## config.mk

```make
export PLATFORM = sky130hd
export DESIGN_NAME = sa_tile_sched
export DESIGN_NICKNAME = d
export VERILOG_FILES = /design/src/rtl/sa_pkg.sv /design/src/rtl/sa_skew_gen.sv /design/src/rtl/sa_tile_sched.sv
export SDC_FILE = /design/constraint.sdc
export NUM_CORES = 1
export LEC_CHECK = 0
export CAP_MARGIN = 40
export CORE_MARGIN = 2
export CORE_UTILIZATION = 33
export CTS_CLUSTER_SIZE = 24
export DETAILED_ROUTE_END_ITERATION = 7
export PLACE_DENSITY_LB_ADDON = 0.05
export SLEW_MARGIN = 10
export SYNTH_ARGS = -nofsm -noshare
export SYNTH_HDL_FRONTEND = slang
export SYNTH_SLANG_ARGS = --single-unit
```

## constraint.sdc

```tcl
create_clock -name clk -period 3.15 [get_ports clk]
set_input_delay 0.63 -clock clk [delete_from_list [all_inputs] [get_ports clk]]
set_output_delay 0.63 -clock clk [all_outputs]
set_load 0.01 [all_outputs]
```

## src/rtl/sa_pkg.sv

```systemverilog
// sa_pkg: shared state encoding and default sizes for the systolic tile sequencer
package sa_pkg;
    typedef enum logic [2:0] {IDLE, PRELOAD, STREAM, FLUSH, DRAIN, DONE} sa_state_e;
    localparam int SA_ROWS   = 8;
    localparam int SA_COLS   = 8;
    localparam int SA_KW     = 8;
    localparam int SA_AW     = 10;
    localparam int SA_PERF_W = 32;
endpackage

```

## src/rtl/sa_skew_gen.sv

```systemverilog
// sa_skew_gen: per-row activation-valid mask, row r live while r <= t < r+K
module sa_skew_gen #(
    parameter int ROWS = 8,
    parameter int KW   = 8,
    parameter int TW   = 12
) (
    input  logic            en,
    input  logic [TW-1:0]   t,
    input  logic [KW-1:0]   k,
    output logic [ROWS-1:0] row_en
);
    genvar r;
    generate
        for (r = 0; r < ROWS; r++) begin : g_row
            assign row_en[r] = en && (t >= TW'(r)) && (t < TW'(r) + TW'(k));
        end
    endgenerate
endmodule

```

## src/rtl/sa_tile_sched.sv

```systemverilog
// sa_tile_sched: one-tile sequencer (preload, skewed stream, flush, drain) for the systolic array
// Build option SA_TILE_PERF_EN enables the saturating busy-cycle counter on perf_cycles.
module sa_tile_sched
    import sa_pkg::*;
#(
    parameter int ROWS = SA_ROWS,
    parameter int COLS = SA_COLS,
    parameter int KW   = SA_KW,
    parameter int AW   = SA_AW
) (
    input  logic            clk,
    input  logic            rstn,
    input  logic            start,
    input  logic            abort,
    input  logic [KW-1:0]   cfg_k,
    output logic            busy,
    output logic            done,
    output logic            err_zero_k,
    output logic            w_rd_en,
    output logic [AW-1:0]   w_rd_addr,
    output logic            a_rd_en,
    output logic [AW-1:0]   a_rd_addr,
    output logic [ROWS-1:0] row_en,
    output logic            fire,
    output logic            drain_req,
    input  logic            drain_ack,
    output logic [31:0]     perf_cycles
);
    localparam int TW = KW + $clog2(ROWS) + 1;

    sa_state_e     state, state_n;
    logic [TW-1:0] cnt;
    logic [KW-1:0] k_q;
    logic          accept;
    logic          t_last;

    assign accept = (state == IDLE) && start;
    // Last stream index is K+ROWS-2; K is never 0 here so the modular sum is exact.
    assign t_last = cnt == TW'(k_q) + TW'(ROWS) - TW'(2);

    always_ff @(posedge clk or negedge rstn) begin
        if (!rstn) state <= IDLE;
        else       state <= state_n;
    end

    always_comb begin
        state_n = state;
        if (state != IDLE && abort) state_n = IDLE;
        else
            case (state)
                IDLE:    if (start) state_n = (cfg_k == '0) ? DONE : PRELOAD;
                PRELOAD: if (cnt == TW'(ROWS - 1)) state_n = STREAM;
                STREAM:  if (t_last) state_n = FLUSH;
                FLUSH:   if (cnt == TW'(COLS - 1)) state_n = DRAIN;
                DRAIN:   if (drain_ack) state_n = DONE;
                default: state_n = IDLE;
            endcase
    end

    always_comb begin
        busy      = state != IDLE;
        done      = state == DONE;
        w_rd_en   = state == PRELOAD;
        w_rd_addr = w_rd_en ? AW'(cnt) : '0;
        a_rd_en   = (state == STREAM) && (cnt < TW'(k_q));
        a_rd_addr = a_rd_en ? AW'(cnt) : '0;
        fire      = (state == FLUSH) && (cnt == TW'(COLS - 1));
        drain_req = state == DRAIN;
    end

    always_ff @(posedge clk or negedge rstn) begin
        if (!rstn) begin
            cnt        <= '0;
            k_q        <= '0;
            err_zero_k <= 1'b0;
        end else begin
            cnt        <= (state == IDLE || state_n != state) ? '0 : cnt + 1'b1;
            k_q        <= accept ? cfg_k : k_q;
            err_zero_k <= accept ? (cfg_k == '0) : err_zero_k;
        end
    end

    sa_skew_gen #(.ROWS(ROWS), .KW(KW), .TW(TW)) u_skew (
        .en     (state == STREAM),
        .t      (cnt),
        .k      (k_q),
        .row_en (row_en)
    );

`ifdef SA_TILE_PERF_EN
    logic [SA_PERF_W-1:0] perf_q;
    always_ff @(posedge clk or negedge rstn) begin
        if (!rstn)                    perf_q <= '0;
        else if (accept)              perf_q <= '0;
        else if (busy && perf_q != '1) perf_q <= perf_q + 1'b1;
    end
    assign perf_cycles = 32'(perf_q);
`else
    assign perf_cycles = '0;
`endif
endmodule
```

==> summary.md <==
| Metric | Value |
|---|---|
| Status | `finished with violations` |
| Violated checks | `setup timing` |
| DRT iter0 DRCs | `106` |
| Commonest cells after routing, fill and taps aside | `buf_4, ha_1, xnor2_1, nor2_1, conb_1` |
| Async SR Flop Fraction | `100%` |
| Mapped Cells | `446` |
| Combinational Power Share | `78.3%` |
| Clock tree buffer depth | `2` |
| Post-Synthesis Cell Area | `3720 um2` |
| Pwr Total | `0.00382 W` |
| RSZ-0062 raised after global routing | `true` |
| Global-route wire length before repair | `19.6 mm` |
| CP Capture Type | `output pin` |
| IO Count | `80` |
| Internal | `0.00218 W` |
| Hold Fails Final Rpt | `0` |
| IR drop worst, VDD | `254 uV` |
| Total Nets Final | `675` |
| Worst-skew pair later-pin latency | `0.26 ns` |
| Synth warn | `0` |
| Critical Path Start Type | `flop` |
| Post-synthesis sequential area ratio | `16.1%` |
| Hold-fix buffers at CTS | `0` |
| Vias | `3588` |
| Period Utilization, post-route | `103%` |
| Die Ht | `110 um` |
| CTS tree | `yes` |
| Number of H-tree levels | `1` |
| CTS buffer count | `3` |
| Synth Area per Inst | `8.35 um2` |
| Gp weighted congestion | `0.881` |
| Final slew viol count | `0` |
| Vias/cell | `4.94` |
| Total GRT Usage | `21.3%` |
| Core Box Area | `10900 um2` |
| Routed Antenna Nets | `0` |
| Crit path kind | `flop to output pin` |
| Worst path required time | `2.52 ns` |
| Fraction of power spent switching nets | `43.1%` |
| Hpwl dp | `9.70 mm` |
| Highest Clock Rate | `0.309 GHz` |
| Grt total ovfl | `0` |
| Sequential Power Share | `12.1%` |
| Area of the multi-input gates | `3140 um2` |
| P_leak | `2.47 nW` |
| Clock transition at path regs | `0.07 ns` |
| Leading cell type in the layout, fill and taps excluded | `buf_4` |
| Drt pass-1 iters | `5` |
| Pin count of the biggest net entering global routing | `25` |
| Headroom to the max-slew limit | `62.1%` |
| Fin crit period | `3.23 ns` |
| Post-DP Area | `4830 um2` |
| DRC violations left | `0` |
| Starting density of the core | `34.1%` |
| CP arrival | `2.60 ns` |
| Final instance area | `5320 um2` |
| PortBufs | `45` |
| Vias in the first global route | `3714` |
| Final core utilization | `48.7%` |
| Filler cells | `1083` |
| Top_reg_cell synth | `dfrtp_1` |
| Die area | `12100 um2` |
| Critical Path Fanout Max | `4` |
| Layout area overhead | `42.9%` |
| Row count | `38` |
| Total Wirelength | `12.6 mm` |
| Die W | `110 um` |
| Finish-stage setup viols | `6` |
| Setup TNS | `-0.309 ns` |
| Clock skew | `0.00490 ns` |
| Initial antenna violation count | `0` |
| Clock root buffer | `clkbuf_16` |
| Post-synth cell types | `56` |
| Post-synth EDFFs | `0` |
| Power density over the cells | `718 nW/um2` |
| P_sw | `0.00165 W` |
| Layout cells sized above 1 | `32.9%` |
| Clock Sinks | `24` |
| HP Class | `flop to flop` |
| Slew @ Worst Pin | `0.565 ns` |
| Register area | `604 um2` |
| Part of the power in the clock network | `9.6%` |
| Synth Register Bits | `24` |
| Antenna Cells | `0` |
| DR WL/cell | `17.4 um` |
| Max capacitance violation total | `0` |
| Slack of the critical path | `-0.0846 ns` |
metal layers:
layer  GRT usage (%)  share of wire [%]
met1            27.8                 45
met2            37.8                 49
met3            2.29                4.0
met4            4.73                2.0
met5               0                  0
cell type report:
cell class / count / share of cell area (%)
Multi-Input combinational cell: 385 / 59.1
Timing Repair Buffer: 152 / 22.6
Sequential cell: 24 / 11.4
Tap cell: 140 / 3.29
Inverter: 22 / 1.69
Clock buffer: 3 / 1.41
Clock inverter: 1 / 0.564
metrics by stage:
stage	setup WS, ns	hold slack (ns)	instances
after floorplan	0.0321	0.334	479
after global placement	-0.308	0.531	705
after detailed placement	-0.449	0.531	705
after CTS	-0.197	0.546	726
after global routing	-0.225	0.580	727
final	-0.0846	0.538	727
state kept, by name (all words and copies together), names as in the netlist:
signal / flops
state: 3
cnt: 12
k_q: 8
err_zero_k: 1
synth_stat cells (2+ instances only):
| library cell | n | area share, % |
|---|---|---|
| dfrtp_1 | 24 | 16 |
| nand2_1 | 24 | 2.4 |
| a211oi_1 | 4 | 0.81 |
| o21ai_0 | 25 | 3.4 |
| buf_2 | 2 | 0.27 |
| o21bai_1 | 2 | 0.40 |
| and3_1 | 11 | 1.8 |
| a21oi_1 | 15 | 2.0 |
| or3_1 | 5 | 0.84 |
| nor2b_1 | 6 | 1.0 |
| and2_1 | 10 | 1.7 |
| o22ai_1 | 2 | 0.34 |
| xnor2_1 | 41 | 9.6 |
| clkbuf_1 | 8 | 0.81 |
| nor4_1 | 5 | 0.84 |
| o21a_1 | 6 | 1.2 |
| nor3b_1 | 2 | 0.40 |
| o31a_1 | 2 | 0.47 |
| ha_1 | 74 | 25 |
| xor2_1 | 7 | 1.6 |
| nand3_1 | 8 | 1.1 |
| nand2b_1 | 5 | 0.84 |
| nor4_4 | 2 | 1.1 |
| inv_1 | 20 | 2.0 |
| a211o_1 | 2 | 0.47 |
| a2111oi_0 | 5 | 1.2 |
| nor3_1 | 15 | 2.0 |
| buf_4 | 38 | 7.7 |
| nor2_1 | 44 | 4.4 |
| a21o_1 | 3 | 0.60 |
| nand4_1 | 4 | 0.67 |
power by group through the flow:
| stage | registers, W | logic (W) | clock network, W |
|---|---|---|---|
| 2_1_floorplan | 0.000430 | 0.00141 | 0 |
| 3_3_place_gp | 0.000454 | 0.00244 | 0 |
| 3_5_place_dp | 0.000454 | 0.00245 | 0 |
| 4_1_cts | 0.000446 | 0.00276 | 0.000374 |
| 5_1_grt | 0.000468 | 0.00330 | 0.000384 |
| 6_report | 0.000462 | 0.00299 | 0.000367 |
cell families (layout without fill, tap and decap cells):
family	after synthesis	count (layout)	share of synthesized area, %
multiplexers	1	1	0.269
other	1	34	0.101
adder cells (fa/ha/maj)	74	74	24.9
flip-flops	24	24	16.1
AO/OA/AOI/OAI	75	76	13.6
AND/OR/NAND/NOR	152	152	22.5
buffers and inverters	71	178	11.3
XOR/XNOR	48	48	11.3
worst max-delay path, cell delays in order (launching register included):
cell	delay, ns
dfrtp_2	0.42
buf_6	0.12
buf_6	0.09
inv_4	0.04
ha_1	0.21
buf_4	0.16
a21oi_2	0.14
nor2_1	0.07
xnor2_1	0.13
ha_2	0.20
a211o_1	0.32
nor3_2	0.18
o31a_1	0.15
buf_2	0.12
worst paths after layout:
kind / from / endpoint / slack (ns) / cells past startpoint
hold reg to reg: err_zero_k$_DFFE_PN0P_ / err_zero_k$_DFFE_PN0P_ / 0.54 / 2
setup / recovery: k_q[2]$_DFFE_PN0P_ / row_en[5] / -0.08 / 13
max in group asynchronous: rstn / k_q[1]$_DFFE_PN0P_ / 2.15 / 2
setup reg to reg: k_q[2]$_DFFE_PN0P_ / cnt[11]$_DFF_PN0_ / 0.36 / 14
min in group asynchronous: rstn / state[2]$_DFF_PN0_ / 0.73 / 2
hold / removal: err_zero_k$_DFFE_PN0P_ / err_zero_k$_DFFE_PN0P_ / 0.54 / 2
repair_timing:
item | in CTS | in global routing
gates resized for setup | 79 | 61
setup buffers | 16 | 2
endpoints found under the setup margin | 17 | 16
gates cloned | 1 | 0
pin swaps | 23 | 26
Power figures use the tool's default switching activity.
